===== config.mk =====
export PLATFORM = sky130hd
export DESIGN_NAME = cap_touch_scanner
export DESIGN_NICKNAME = d
export VERILOG_FILES = /design/src/rtl/cap_touch_scanner.sv
export SDC_FILE = /design/constraint.sdc
export NUM_CORES = 1
export LEC_CHECK = 0
export CAP_MARGIN = 20
export CORE_MARGIN = 2
export CORE_UTILIZATION = 45
export DETAILED_ROUTE_END_ITERATION = 10
export DONT_BUFFER_PORTS = 1
export REMOVE_ABC_BUFFERS = 1
export SLEW_MARGIN = 20
export SYNTH_ARGS = -nofsm -noshare
export SYNTH_HDL_FRONTEND = slang
export SYNTH_SLANG_ARGS = --single-unit

===== constraint.sdc =====
create_clock -name clock -period 11.6 [get_ports clock]
set_input_delay 2.32 -clock clock [delete_from_list [all_inputs] [get_ports clock]]
set_output_delay 2.32 -clock clock [all_outputs]
set_load 0.02 [all_outputs]

===== src/rtl/cap_touch_scanner.sv =====
// Capacitive pad scanner: discharges/charges the shared line, times each pad's
// rise, then debounces the readings into touch state and sticky hit events.
module cap_touch_scanner #(
    parameter int unsigned NUM_PADS         = 9,
    parameter int unsigned CNT_W            = 16,
    parameter int unsigned DISCHARGE_CYCLES = 200,
    parameter int unsigned TIMEOUT_CYCLES   = 4000,
    parameter int unsigned DEBOUNCE_SCANS   = 3
) (
    input  logic                clock,
    input  logic                reset,
    input  logic                enable,
    input  logic [CNT_W-1:0]    threshold,
    input  logic [NUM_PADS-1:0] capacitive_sensors_in,
    output logic                capacitive_sensors_out,
    output logic [NUM_PADS-1:0] touch_state,
    output logic [NUM_PADS-1:0] touch_event,
    input  logic [NUM_PADS-1:0] event_clear,
    output logic                scan_done,
    input  logic [3:0]          debug_sel,
    output logic [CNT_W-1:0]    debug_count
);

    localparam int unsigned DBW = $clog2(DEBOUNCE_SCANS + 1);

    typedef enum logic [1:0] {
        ST_IDLE,
        ST_DISCHARGE,
        ST_CHARGE,
        ST_EVAL
    } state_t;

    state_t              state, next_state;
    logic [CNT_W-1:0]    cnt;
    logic [NUM_PADS-1:0] sync1, sync2;
    logic [NUM_PADS-1:0] captured, cap_now;
    logic [CNT_W-1:0]    rise_work [NUM_PADS];
    logic [CNT_W-1:0]    rise_pub  [NUM_PADS];
    logic [DBW-1:0]      db_cnt    [NUM_PADS];
    logic [DBW-1:0]      db_next   [NUM_PADS];
    logic [NUM_PADS-1:0] raw, ts_next, ev_set;

    always_ff @(posedge clock) begin
        if (reset) begin
            sync1 <= '0;
            sync2 <= '0;
        end else begin
            sync1 <= capacitive_sensors_in;
            sync2 <= sync1;
        end
    end

    always_ff @(posedge clock) begin
        if (reset) state <= ST_IDLE;
        else       state <= next_state;
    end

    always_comb begin
        next_state = state;
        cap_now    = sync2 & ~captured;
        case (state)
            ST_IDLE:      if (enable) next_state = ST_DISCHARGE;
            ST_DISCHARGE: if (cnt == CNT_W'(DISCHARGE_CYCLES - 1)) next_state = ST_CHARGE;
            ST_CHARGE: begin
                if (((captured | cap_now) == '1) || (cnt == CNT_W'(TIMEOUT_CYCLES - 1)))
                    next_state = ST_EVAL;
            end
            ST_EVAL:      next_state = enable ? ST_DISCHARGE : ST_IDLE;
            default:      next_state = ST_IDLE;
        endcase
    end

    // Charge line is registered off next_state so it is glitch-free and high
    // exactly for the CHARGE cycles.
    always_ff @(posedge clock) begin
        if (reset) capacitive_sensors_out <= 1'b0;
        else       capacitive_sensors_out <= (next_state == ST_CHARGE);
    end

    always_ff @(posedge clock) begin
        if (reset) begin
            cnt      <= '0;
            captured <= '0;
            for (int unsigned i = 0; i < NUM_PADS; i++) rise_work[i] <= '0;
        end else begin
            case (state)
                ST_DISCHARGE: begin
                    captured <= '0;
                    cnt      <= (next_state == ST_CHARGE) ? '0 : cnt + 1'b1;
                end
                ST_CHARGE: begin
                    cnt      <= cnt + 1'b1;
                    captured <= captured | cap_now;
                    for (int unsigned i = 0; i < NUM_PADS; i++) begin
                        if (cap_now[i])
                            rise_work[i] <= cnt;
                        else if (!captured[i] && next_state == ST_EVAL)
                            rise_work[i] <= CNT_W'(TIMEOUT_CYCLES);
                    end
                end
                default: cnt <= '0;
            endcase
        end
    end

    always_comb begin
        for (int unsigned i = 0; i < NUM_PADS; i++) raw[i] = (rise_work[i] >= threshold);
    end

    always_comb begin
        ts_next = touch_state;
        ev_set  = '0;
        for (int unsigned i = 0; i < NUM_PADS; i++) begin
            db_next[i] = db_cnt[i];
            if (state == ST_EVAL) begin
                if (raw[i] == touch_state[i]) begin
                    db_next[i] = '0;
                end else if (db_cnt[i] == DBW'(DEBOUNCE_SCANS - 1)) begin
                    ts_next[i] = raw[i];
                    db_next[i] = '0;
                    ev_set[i]  = raw[i];
                end else begin
                    db_next[i] = db_cnt[i] + 1'b1;
                end
            end
        end
    end

    always_ff @(posedge clock) begin
        if (reset) begin
            touch_state <= '0;
            touch_event <= '0;
            scan_done   <= 1'b0;
            for (int unsigned i = 0; i < NUM_PADS; i++) begin
                db_cnt[i]   <= '0;
                rise_pub[i] <= '0;
            end
        end else begin
            touch_state <= ts_next;
            touch_event <= (touch_event & ~event_clear) | ev_set;
            scan_done   <= (state == ST_EVAL);
            for (int unsigned i = 0; i < NUM_PADS; i++) begin
                db_cnt[i] <= db_next[i];
                if (state == ST_EVAL) rise_pub[i] <= rise_work[i];
            end
        end
    end

    always_comb begin
        debug_count = '0;
        if (32'(debug_sel) < NUM_PADS) debug_count = rise_pub[debug_sel];
    end

endmodule


### Word level (Yosys, flattened, before mapping)

Memory sizes are Yosys's and may differ from the RTL's.
Index checks and enable logic that the tools add are counted.
Widths: inputs -> output; s select.

* $add $sub $neg: 10
* $lt $le $gt $ge: 10
* equality and inequality tests: 26
* multiplexer cells: 186
* bitwise operators: 51
* reduce and logical (&&, ||, !) cells: 30

Operators with widths (number)
* $mux 16: 29
* $ge 16x16->1: 9
* $mux 1: 115
* $mux 2: 39
* $or 1x1->1: 36
* $pmux 16 s2: 1
* $reduce_and 3->1: 9
* $eq 2x2->1 const B: 13
* $add 2x1->2 const B: 9
* $and 9x9->9: 2
* $not 9->9: 2
* $or 9x9->9: 2
* $pmux 9 s2: 1
* $add 16x1->16 const B: 1
* $eq 16x12->1 const B: 1
* $eq 16x8->1 const B: 1
* $eq 1x1->1: 9
* $eq 9x9->1 const B: 1
* $logic_and 1x1->1: 9
* $logic_not 1->1: 9
* $not 1->1: 9
* $pmux 2 s4: 1
* $lt 4x4->1 const B: 1
* $eq 2x1->1 const B: 1
* other kinds (3): 3

* flip-flop bits (word level): 65
* memory bits (writable): 306
* input bits: 41
* output and inout port bits: 36
* memories: 3

Memories
* rise_pub: words 9, width 16, rd ports 1, clocked after memory_dff 0, wr ports 9, line 38 `logic [CNT_W-1:0] rise_pub [NUM_PADS];`
* rise_work: words 9, width 16, rd ports 9, clocked after memory_dff 0, wr ports 9, line 37 `logic [CNT_W-1:0] rise_work [NUM_PADS];`
* db_cnt: words 9, width 2, rd ports 9, clocked after memory_dff 0, wr ports 9, line 39 `logic [DBW-1:0] db_cnt [NUM_PADS];`

### Longest topological paths before layout

Gate-level depths: netlist of the first run.

* depth after elaboration: 15
* gate-level depth with buffers: 13
* mapped depth without buffers: 10

### Worst setup path after synthesis of the first run

No wires, ideal clock.

* path kind: input-to-output
* start: in debug_sel[0]
* end: out debug_count[10]
* arrival time: 4.010 ns
* required time: 9.280 ns
* path slack: 5.270 ns
* stages: 5
* path through: clkbuf_1 -> buf_1 -> mux4_2 -> mux2i_1 -> o21ai_0

* cells in the longest elaborated chain, start to end: 2
* elaborated cells on any way between the ends: 3

Ends and longest elaborated chain
* from (decl): line 20 `input logic [3:0] debug_sel,`
* $mem_v2 9x16 or $lt 4x4->1 (tied branches)
* $mux 16 (*): line 151 `if (32'(debug_sel) < NUM_PADS) debug_count = rise_pub[debug_sel];`
* to (decl): line 21 `output logic [CNT_W-1:0] debug_count`

Every way passes the cells marked *; elsewhere a longest branch is shown, timed or not.

### Worst setup path after layout of the first run

* start: in debug_sel[0]
* end: out debug_count[1]

Same word-level chain as after synthesis.

==> run_results.csv, run 1 <==
group,metric,value,unit
floorplan,design.die.area,43270,µm²
timing,slew_headroom,0.2914,
timing,report.final.slew_viol_count,0,
place,gp_congestion,0.8393,
critical_path,cp_top_family,"simple AND/OR/NAND/NOR gates",
clock_network,cts.repair.resized,0,
layout,area.sequential,10150,µm²
layout,fillers,3616,
critical_path,cp-end-kind,"output port",
global_routing,pin_count_of_the_biggest_net_entering_global_routing,124,
timing,fin_skew,0.01206,ns
route,avgRoutedWirePerCell,23.66,µm
floorplan,num_io_pins,77,
floorplan,die_height,208.0,µm
yosys,yosys_warning_total,0,
timing,max_slew.worst_pin.slew,1.063,ns
critical_path,setup.worst_path.class,"in -> out",
yosys,synth_area_leader_cell,"sky130_fd_sc_hd__edfxtp_1",
timing,timing.final.setup_violations,0,
route,route.vias.total,12101,
yosys,yosys_register_bits,371,
clock_network,clkSinkCount,371,
place,portBuffers,0,
yosys,synth_ff_type,"sky130_fd_sc_hd__edfxtp_1",
timing,crit_share_post_route,0.5159,
floorplan,design.core.area,40920,µm²
yosys,synth_top_cells_by_area,"sky130_fd_sc_hd__edfxtp_1 44%, sky130_fd_sc_hd__dfxtp_1 11%, sky130_fd_sc_hd__ha_1 10%, sky130_fd_sc_hd__and2_1 4.7%, sky130_fd_sc_hd__nor3_2 4.3%",
floorplan,die_wd,208.0,µm
clock_network,clk-insertion-delay-late,0.57,ns
route,drt_iter0_markers,901,
pwr,power.density_cell_area,147.6,nW/µm²
layout,layout.nets,1719,
yosys,seq_area_frac_synth,0.5420,
layout,layout-drive-gt1-share,0.1392,
critical_path,max_stage_delay,0.58,ns
global_routing,grt_pass1_vias,12091,
layout,area_delta_synth_final,10.09,%
yosys,syn_area_per_cell,12.15,µm²
yosys,yosys.area.top_type_share,0.4361,
pwr,ir_drop,92.55,µV
pwr,leakagePower,7.803,nW
global_routing,grt_pass1_wl,75210,µm
clock_network,cts_setup_buffers,0,
clock_network,h-tree-depth,2,
timing,timing_hold_violations_final,0,
critical_path,cp.required,9.28,ns
layout,finish.utilization,0.5038,
timing,setup_tns,0,ns
clock_network,clk_pin_slew,0.06,ns
route,firstDrtPassIters,5,
global_routing,initial_antenna_violation_count,2,
critical_path,critical_path.n_buffers_inverters,1,
yosys,async_flop_share,0,
clock_network,clock_tree_from_tritoncts,"built",
route,detail_route.vias_per_cell,5.784,
clock_network,cts.root.buffer_cell,"sky130_fd_sc_hd__clkbuf_16",
global_routing,global_route.usage.total,0.2316,
critical_path,critical_path.cell_chain,"nor4b_2 > buf_4 > nand2_1 > o21ai_0",
critical_path,critPathArrivalTime,3.66,ns
route,drcViolationCount,0,
timing,layout_min_cycle_time,5.985,ns
route,wirelength,49490,µm
outcome,outcome,"complete, no violations",
yosys,postSynthCellCount,1541,
floorplan,initial_core_util,0.4576,
floorplan,rows,74,
timing,setup_repair_after_global_routing_missed_its_margin,"no",
yosys,synth.cell_area,18730,µm²
critical_path,worst_path_cell_with_the_longest_stage_delay,"sky130_fd_sc_hd__nor4b_2",
clock_network,cts_inserted_buffers,42,
global_routing,globalRoute.totalOverflow,0,
worst_hold_path,holdCritPathClass,"reg -> reg",
clock_network,clock_path_buffers,3,
job,timing.max_cap.violations,0,
timing,maxClockFrequency,167.1,MHz
layout,multi_input_area,8075,µm²
yosys,netlist-cell-type-count,56,
yosys,synth_edf_count,272,
clock_network,cts.hold.buffers_added,0,
place,detailed_place_hpwl,33350,µm
route,drtAntennaViolNets,0,
critical_path,worst-path-max-fanout,33,
critical_path,cp-start-kind,"input pin",
==> worst paths after layout <==
kind	start	to	slack, ns	depth (start not counted)
hold reg to reg	sync1[8]	sync2[8]	0.43	1
setup reg to reg	cnt[7]	rise_work[7][3]	7.00	10
hold / removal	sync1[8]	sync2[8]	0.43	1
setup / recovery	debug_sel[0]	debug_count[1]	5.62	4
==> power by group <==
group,internal (W),total [W],switching [W]
Combinational,0.0000852,0.000244,0.000159
Clock,0.000754,0.00130,0.000545
Sequential,0.00147,0.00150,0.0000262
Total,0.00231,0.00304,0.000730
==> Yosys cell counts, types with 4 or more instances <==
cell type	n
sky130_fd_sc_hd__a211oi_1	10
sky130_fd_sc_hd__a21o_1	54
sky130_fd_sc_hd__a21oi_1	54
sky130_fd_sc_hd__a22o_1	17
sky130_fd_sc_hd__a32o_1	7
sky130_fd_sc_hd__and2_1	140
sky130_fd_sc_hd__and3b_1	7
sky130_fd_sc_hd__buf_1	5
sky130_fd_sc_hd__buf_2	9
sky130_fd_sc_hd__buf_4	4
sky130_fd_sc_hd__buf_6	9
sky130_fd_sc_hd__clkbuf_1	53
sky130_fd_sc_hd__dfxtp_1	99
sky130_fd_sc_hd__edfxtp_1	272
sky130_fd_sc_hd__ha_1	149
sky130_fd_sc_hd__inv_1	54
sky130_fd_sc_hd__mux2i_1	16
sky130_fd_sc_hd__mux4_2	32
sky130_fd_sc_hd__nand2_1	64
sky130_fd_sc_hd__nand2b_1	12
sky130_fd_sc_hd__nand3_1	8
sky130_fd_sc_hd__nand4_1	21
sky130_fd_sc_hd__nor2_1	132
sky130_fd_sc_hd__nor2b_1	19
sky130_fd_sc_hd__nor3_1	20
sky130_fd_sc_hd__nor3_2	80
sky130_fd_sc_hd__nor3b_1	7
sky130_fd_sc_hd__nor4_1	23
sky130_fd_sc_hd__o21a_1	10
sky130_fd_sc_hd__o21ai_0	86
sky130_fd_sc_hd__o31ai_1	6
sky130_fd_sc_hd__o32ai_1	7
sky130_fd_sc_hd__xnor2_1	13
sky130_fd_sc_hd__xor2_1	10
==> layout make-up <==
cell class,count,area share
inverter,55,0.01026
clock buffer,52,0.05632
sequential,371,0.4923
clock inverter,22,0.007950
multi-input combinational,1035,0.3917
antenna,1,0.0001214
timing repair buffer,24,0.009103
tap,532,0.03229
==> kinds of logic (layout without fill, tap and decap cells) <==
family	after synthesis	after routing	share of synthesized area
mux	48	48	0.04703
xor+xnor	23	23	0.01076
flops	371	371	0.5420
compound gates	272	272	0.09520
fa+ha+maj	149	149	0.09955
other cells	0	1	0
simple gates	543	543	0.1734
buf+inv	135	153	0.03207
==> layout by cell type, fill, tap and decap left out, drive strengths merged, types with 3 or more instances in the layout <==
cell type	n
and3b	7
nand4	21
dfxtp	99
edfxtp	272
a22o	17
nor2b	19
nand2	64
o21a	10
a21o	54
nor3b	7
a21oi	54
nor4	24
mux4	32
nand2b	12
o21ai	87
a211oi	10
ha	149
buf	24
o32ai	7
o41ai	3
nand3	9
o22ai	3
nor2	132
a32o	7
clkbuf	52
clkinv	17
o31ai	6
xor2	10
and2	140
nor3	100
inv	58
mux2i	16
o211ai	3
xnor2	13
==> per-stage QoR <==
step / power [W] / area [µm²] / setup slack (ns) / hold slack, ns / std cells
2_1_floorplan: 0.001678 / 18330 / 0.3021 / 0.4138 / 1461
3_3_place_gp: 0.001762 / 19270 / 5.655 / 0.4184 / 2016
3_5_place_dp: 0.001770 / 19270 / 5.596 / 0.4204 / 2016
4_1_cts: 0.003066 / 20600 / 5.592 / 0.4346 / 2090
5_1_grt: 0.003153 / 20610 / 5.511 / 0.4469 / 2091
6_report: 0.003042 / 20620 / 5.615 / 0.4335 / 2092
==> flip-flops by register name, indices dropped and copies added (netlist names) <==
register                count
state                       2
touch_state                 9
db_cnt                     18
sync1                       9
touch_event                 9
cnt                        16
rise_pub                  144
sync2                       9
captured                    9
rise_work                 144
scan_done                   1
capacitive_sensors_out      1
==> layer usage <==
metal	global-route usage	up-vias	routed length (µm)
li1	-	5669	-
met1	0.3181	6009	22040
met2	0.3737	333	23060
met3	0.03396	90	2706
met4	0.08560	0	1674
met5	0	-	0
Power figures use the tool's default switching activity.
==> run 2, diff against run 1 <==
==> constraint.sdc (replaced) <==
create_clock -name clock -period 5.9 [get_ports clock]
set_input_delay 1.18 -clock clock [delete_from_list [all_inputs] [get_ports clock]]
set_output_delay 1.18 -clock clock [all_outputs]
set_load 0.02 [all_outputs]
==> run_results.csv, run 2 (synthesis gave the netlist of run 1 again) <==
group,metric,value,unit
global_routing,grt_pass1_vias,12113,
layout,layout.nets,1718,
critical_path,critical_path.cell_chain,"nor4b_2 > buf_4 > nand2_1 > o21ai_0",
critical_path,setup.worst_path.class,"in -> out",
floorplan,num_io_pins,77,
timing,timing.hold.ws,0.4306,ns
clock_network,clock_tree_from_tritoncts,"built",
critical_path,reg2reg_depth,8,
clock_network,cts_inserted_buffers,41,
layout,layout-drive-gt1-share,0.1369,
timing,timing.final.setup_violations,0,
floorplan,die_wd,208.0,µm
floorplan,initial_core_util,0.4576,
critical_path,critPathArrivalTime,2.54,ns
timing,setup_repair_after_global_routing_missed_its_margin,"no",
layout,top_library_cells_by_usage_in_the_layout_fill_and_taps_aside,"272 x sky130_fd_sc_hd__edfxtp_1, 149 x sky130_fd_sc_hd__ha_1, 140 x sky130_fd_sc_hd__and2_1",
layout,area_delta_synth_final,10.15,%
place,post_dp_cell_area,19290,µm²
clock_network,cts.repair.resized,0,
timing,max_slew.worst_pin.slew,1.121,ns
critical_path,cp-start-kind,"input pin",
pwr,power.density_cell_area,291.5,nW/µm²
clock_network,h-tree-depth,2,
timing,report.final.slew_viol_count,0,
timing,timing_hold_violations_final,0,
global_routing,global_route.usage.total,0.2343,
route,detail_route.vias_per_cell,5.789,
clock_network,cts.hold.buffers_added,0,
global_routing,initial_antenna_violation_count,1,
clock_network,clk_pin_slew,0.05,ns
global_routing,globalRoute.totalOverflow,0,
critical_path,worst_r2r_endpoint,"rise_work[0][13]",
layout,finalInstanceArea,20630,µm²
route,firstDrtPassIters,5,
route,avgRoutedWirePerCell,24.20,µm
critical_path,worst-path-max-fanout,33,
timing,setup_tns,0,ns
floorplan,design.die.area,43270,µm²
floorplan,die_height,208.0,µm
layout,layout_top_registers,"rise_pub: 144 flops, rise_work: 144 flops, db_cnt: 18 flops",
global_routing,grt_pass1_wl,76480,µm
critical_path,cp.required,4.72,ns
clock_network,cts_setup_buffers,0,
layout,layout_commonest_cell,"sky130_fd_sc_hd__edfxtp_1",
route,drt_iter0_markers,1053,
global_routing,pin_count_of_the_biggest_net_entering_global_routing,129,
route,drcViolationCount,0,
worst_hold_path,timing.hold.worst_endpoint,"sync2[3]",
critical_path,r2r_start,"cnt[5]",
route,route.vias.total,12087,
floorplan,rows,74,
floorplan,design.core.area,40920,µm²
clock_network,clk-insertion-delay-late,0.57,ns
timing,slew_headroom,0.2509,
pwr,leakagePower,7.804,nW
clock_network,clkSinkCount,371,
job,timing.max_cap.violations,0,
worst_hold_path,hold_path_startpoint,"sync1[3]",
pwr,ir_drop,218.5,µV
timing,fin_skew,0.02253,ns
layout,fillers,3625,
timing,maxClockFrequency,269.0,MHz
place,portBuffers,0,
clock_network,clock_path_buffers,3,
critical_path,max_stage_delay,0.55,ns
worst_hold_path,worst_hold_path.num_cells,1,
critical_path,cp-end-kind,"output port",
route,wirelength,50520,µm
critical_path,worst_path_cell_with_the_longest_stage_delay,"sky130_fd_sc_hd__nor4b_2",
place,detailed_place_hpwl,33960,µm
layout,antenna-diode-count,0,
outcome,outcome,"complete, no violations",
timing,crit_share_post_route,0.6302,
timing,layout_min_cycle_time,3.718,ns
place,gp_congestion,0.8736,
worst_hold_path,holdCritPathClass,"reg -> reg",
critical_path,regToRegSetupSlack,2.28,ns
clock_network,cts.root.buffer_cell,"sky130_fd_sc_hd__clkbuf_16",
route,drtAntennaViolNets,0,
==> run 2: worst max-delay path by stage <==
stage,end,slack [ns],start
CTS,debug_count[6],2.20,debug_sel[0]
floorplan,rise_work[2][15],-4.26,enable
finish,debug_count[6],2.18,debug_sel[0]
global placement,db_cnt[0][15],1.66,threshold[9]
detailed placement,db_cnt[0][7],2.15,threshold[1]
global route,rise_work[3][14],2.08,cnt[5]
==> run 2: cell type report <==
cell class / count / area (µm²) / area share
inverters: 55 / 211.5 / 0.01025
well taps: 532 / 665.6 / 0.03227
clock inverters: 14 / 148.9 / 0.007218
flip-flops and latches: 371 / 10150 / 0.4920
clock buffers: 57 / 1189 / 0.05762
repair buffers: 24 / 192.7 / 0.009341
multi-input cells: 1035 / 8071 / 0.3913
==> run 2: critical path: cells and delay by family <==
kind | cells | cell delay, ns
AO/OA/AOI/OAI | 1 | 0.32
buffers and inverters | 1 | 0.37
AND/OR/NAND/NOR | 2 | 0.63
==> run 2: per-stage QoR <==
step	std cells	utilization	total power (W)	setup WS (ns)
finish	2088	0.5041	0.006014	2.182
global route	2088	0.5041	0.006199	2.079
CTS	2088	0.5040	0.006052	2.199
detailed placement	2017	0.4713	0.003484	2.153
global placement	2016	0.4711	0.003470	1.657
floorplan	1461	-	0.003299	-4.258
==> run 2: report_power, final <==
group | switching (W) | internal [W]
Clock | 0.00105 | 0.00153
Sequential | 0.0000573 | 0.00290
Combinational | 0.000309 | 0.000168
==> run 2: metal layers <==
metal  routed length, µm  up-vias  track usage  part of all wire
li1                    -     5653            -                 -
met1               22490     5975       0.3262              0.45
met2               23420      375       0.3738              0.46
met3                3187       84      0.04377             0.063
met4                1424        0      0.06970             0.028
met5                   0        -            0                 0
==> run 3, diff against run 2 <==
==> constraint.sdc (replaced) <==
create_clock -name clock -period 3.3 [get_ports clock]
set_input_delay 0.66 -clock clock [delete_from_list [all_inputs] [get_ports clock]]
set_output_delay 0.66 -clock clock [all_outputs]
set_load 0.02 [all_outputs]
==> run_results.csv, run 3 (synthesis gave the netlist of run 1 again) <==
group,metric,value,unit
outcome,outcome,"complete, no violations",
clock_network,clk-insertion-delay-late,0.57,ns
route,avgRoutedWirePerCell,23.18,µm
pwr,sw_frac_of_total,0.2355,
timing,slew_headroom,0.3836,
clock_network,cts.root.buffer_cell,"sky130_fd_sc_hd__clkbuf_16",
critical_path,max_stage_delay,0.42,ns
timing,crit_share_post_route,0.9225,
critical_path,cp-end-kind,"flip-flop",
route,wirelength,49550,µm
critical_path,cp.required,3.60,ns
job,timing.max_cap.violations,0,
critical_path,setup.worst_path.class,"reg -> reg",
place,dpl_worst_slack,-0.05108,ns
layout,top_library_cells_by_usage_in_the_layout_fill_and_taps_aside,"272 x sky130_fd_sc_hd__edfxtp_1, 149 x sky130_fd_sc_hd__ha_1, 140 x sky130_fd_sc_hd__and2_1",
floorplan,initial_core_util,0.4576,
layout,antenna-diode-count,0,
route,drcViolationCount,0,
route,drt_iter0_markers,794,
route,firstDrtPassIters,5,
clock_network,clock_path_buffers,3,
layout,area_delta_synth_final,12.56,%
timing,timing.hold.ws,0.1672,ns
layout,layout.nets,1764,
floorplan,design.core.area,40920,µm²
global_routing,grt_pass1_wl,75330,µm
clock_network,cts_inserted_buffers,42,
worst_hold_path,holdCritPathClass,"in -> reg",
clock_network,h-tree-depth,2,
timing,setup_tns,0,ns
clock_network,clock_tree_from_tritoncts,"built",
route,route.vias.total,12127,
route,detail_route.vias_per_cell,5.672,
critical_path,worst-path-max-fanout,20,
layout,layout_commonest_cell,"sky130_fd_sc_hd__edfxtp_1",
critical_path,worst_path_cell_with_the_longest_stage_delay,"sky130_fd_sc_hd__dfxtp_1",
critical_path,critPathArrivalTime,3.34,ns
layout,fillers,3596,
timing,report.final.slew_viol_count,0,
pwr,power.total,0.01080,W
timing,fin_skew,0.02002,ns
global_routing,pin_count_of_the_biggest_net_entering_global_routing,57,
timing,timing.final.setup_violations,0,
floorplan,die_height,208.0,µm
pwr,ir_drop,409.6,µV
pwr,intPower,0.008259,W
global_routing,globalRoute.totalOverflow,0,
clock_network,cts.repair.resized,0,
clock_network,clkSinkCount,371,
clock_network,cts_setup_buffers,0,
global_routing,initial_antenna_violation_count,2,
floorplan,design.die.area,43270,µm²
timing,max_slew.worst_pin.slew,0.9012,ns
layout,layout-drive-gt1-share,0.1613,
floorplan,rows,74,
timing,setup_repair_after_global_routing_missed_its_margin,"no",
pwr,power.share.combinational,0.085,
place,detailed_place_hpwl,34670,µm
pwr,seq_power_share,0.488,
place,gp_congestion,0.8731,
pwr,power.density_cell_area,512.5,nW/µm²
timing,layout_min_cycle_time,3.044,ns
critical_path,cp-start-kind,"flip-flop",
layout,layout_top_registers,"rise_pub: 144 flops, rise_work: 144 flops, db_cnt: 18 flops",
floorplan,die_wd,208.0,µm
timing,setup_slack,0.2556,ns
pwr,power_frac_clock,0.426,
pwr,leakagePower,8.063,nW
clock_network,cts.hold.buffers_added,0,
timing,timing_hold_violations_final,0,
route,drtAntennaViolNets,0,
critical_path,critical_path.cell_chain,"ha_1 > nor3b_1 > nand4b_4 > o21ai_2 > a31oi_4 > a21oi_1 > o221ai_1 > nor4_4 > buf_4 > buf_12 > nor3_1",
floorplan,num_io_pins,77,
global_routing,global_route.usage.total,0.2308,
pwr,switching_power,0.002544,W
clock_network,clk_pin_slew,0.06,ns
timing,maxClockFrequency,328.5,MHz
global_routing,grt_pass1_vias,12135,
place,portBuffers,0,
==> run 3: worst paths after layout <==
path / to / cells past startpoint / slack (ns) / start
min: touch_state[8] / 1 / 0.17 / reset
max: rise_work[5][15] / 11 / 0.26 / cnt[0]
min reg2reg: sync2[5] / 1 / 0.43 / sync1[5]
max reg2reg: rise_work[5][15] / 11 / 0.26 / cnt[0]
==> run 3: per-layer routing <==
metal	wire length [µm]	up-vias	track usage	share of wire
li1	-	5760	-	-
met1	21750	5937	0.3168	0.44
met2	23510	361	0.3786	0.47
met3	3172	67	0.04423	0.064
met4	1099	2	0.05576	0.022
met5	13	-	0	0.00026
==> run 3: stage by stage <==
| step | utilization | cells | cell area, µm² |
|---|---|---|---|
| after floorplan | - | 1461 | 18330 |
| after global placement | 0.4820 | 2062 | 19730 |
| after detailed placement | 0.4820 | 2062 | 19730 |
| after CTS | 0.5151 | 2138 | 21080 |
| after global routing | 0.5151 | 2138 | 21080 |
| final | 0.5151 | 2138 | 21080 |
==> run 3: power by group through the flow <==
| stage | logic, W | clock network, W | registers [W] |
|---|---|---|---|
| final | 0.000922 | 0.00460 | 0.00528 |
| after global routing | 0.00101 | 0.00487 | 0.00529 |
| after CTS | 0.000923 | 0.00470 | 0.00528 |
| after detailed placement | 0.000919 | 0 | 0.00537 |
| after global placement | 0.000903 | 0 | 0.00537 |
| after floorplan | 0.000567 | 0 | 0.00533 |
==> run 3: layout make-up <==
type / instances / area [µm²] / share of cell area
well taps: 532 / 665.6 / 0.03158
clock buffers: 59 / 1217 / 0.05775
inverters: 55 / 211.5 / 0.01003
repair buffers: 69 / 630.6 / 0.02991
flip-flops and latches: 371 / 10150 / 0.4815
multi-input cells: 1035 / 8069 / 0.3828
clock inverters: 17 / 136.4 / 0.006470
==> run 3: critical path: cells and delay by family, from the launching register on <==
kind	cells	cell delay, ns
AND/OR/NAND/NOR	4	0.83
AO/OA/AOI/OAI	4	0.81
buffers and inverters	2	0.47
flip-flops	1	0.42
adder cells (fa/ha/maj)	1	0.24
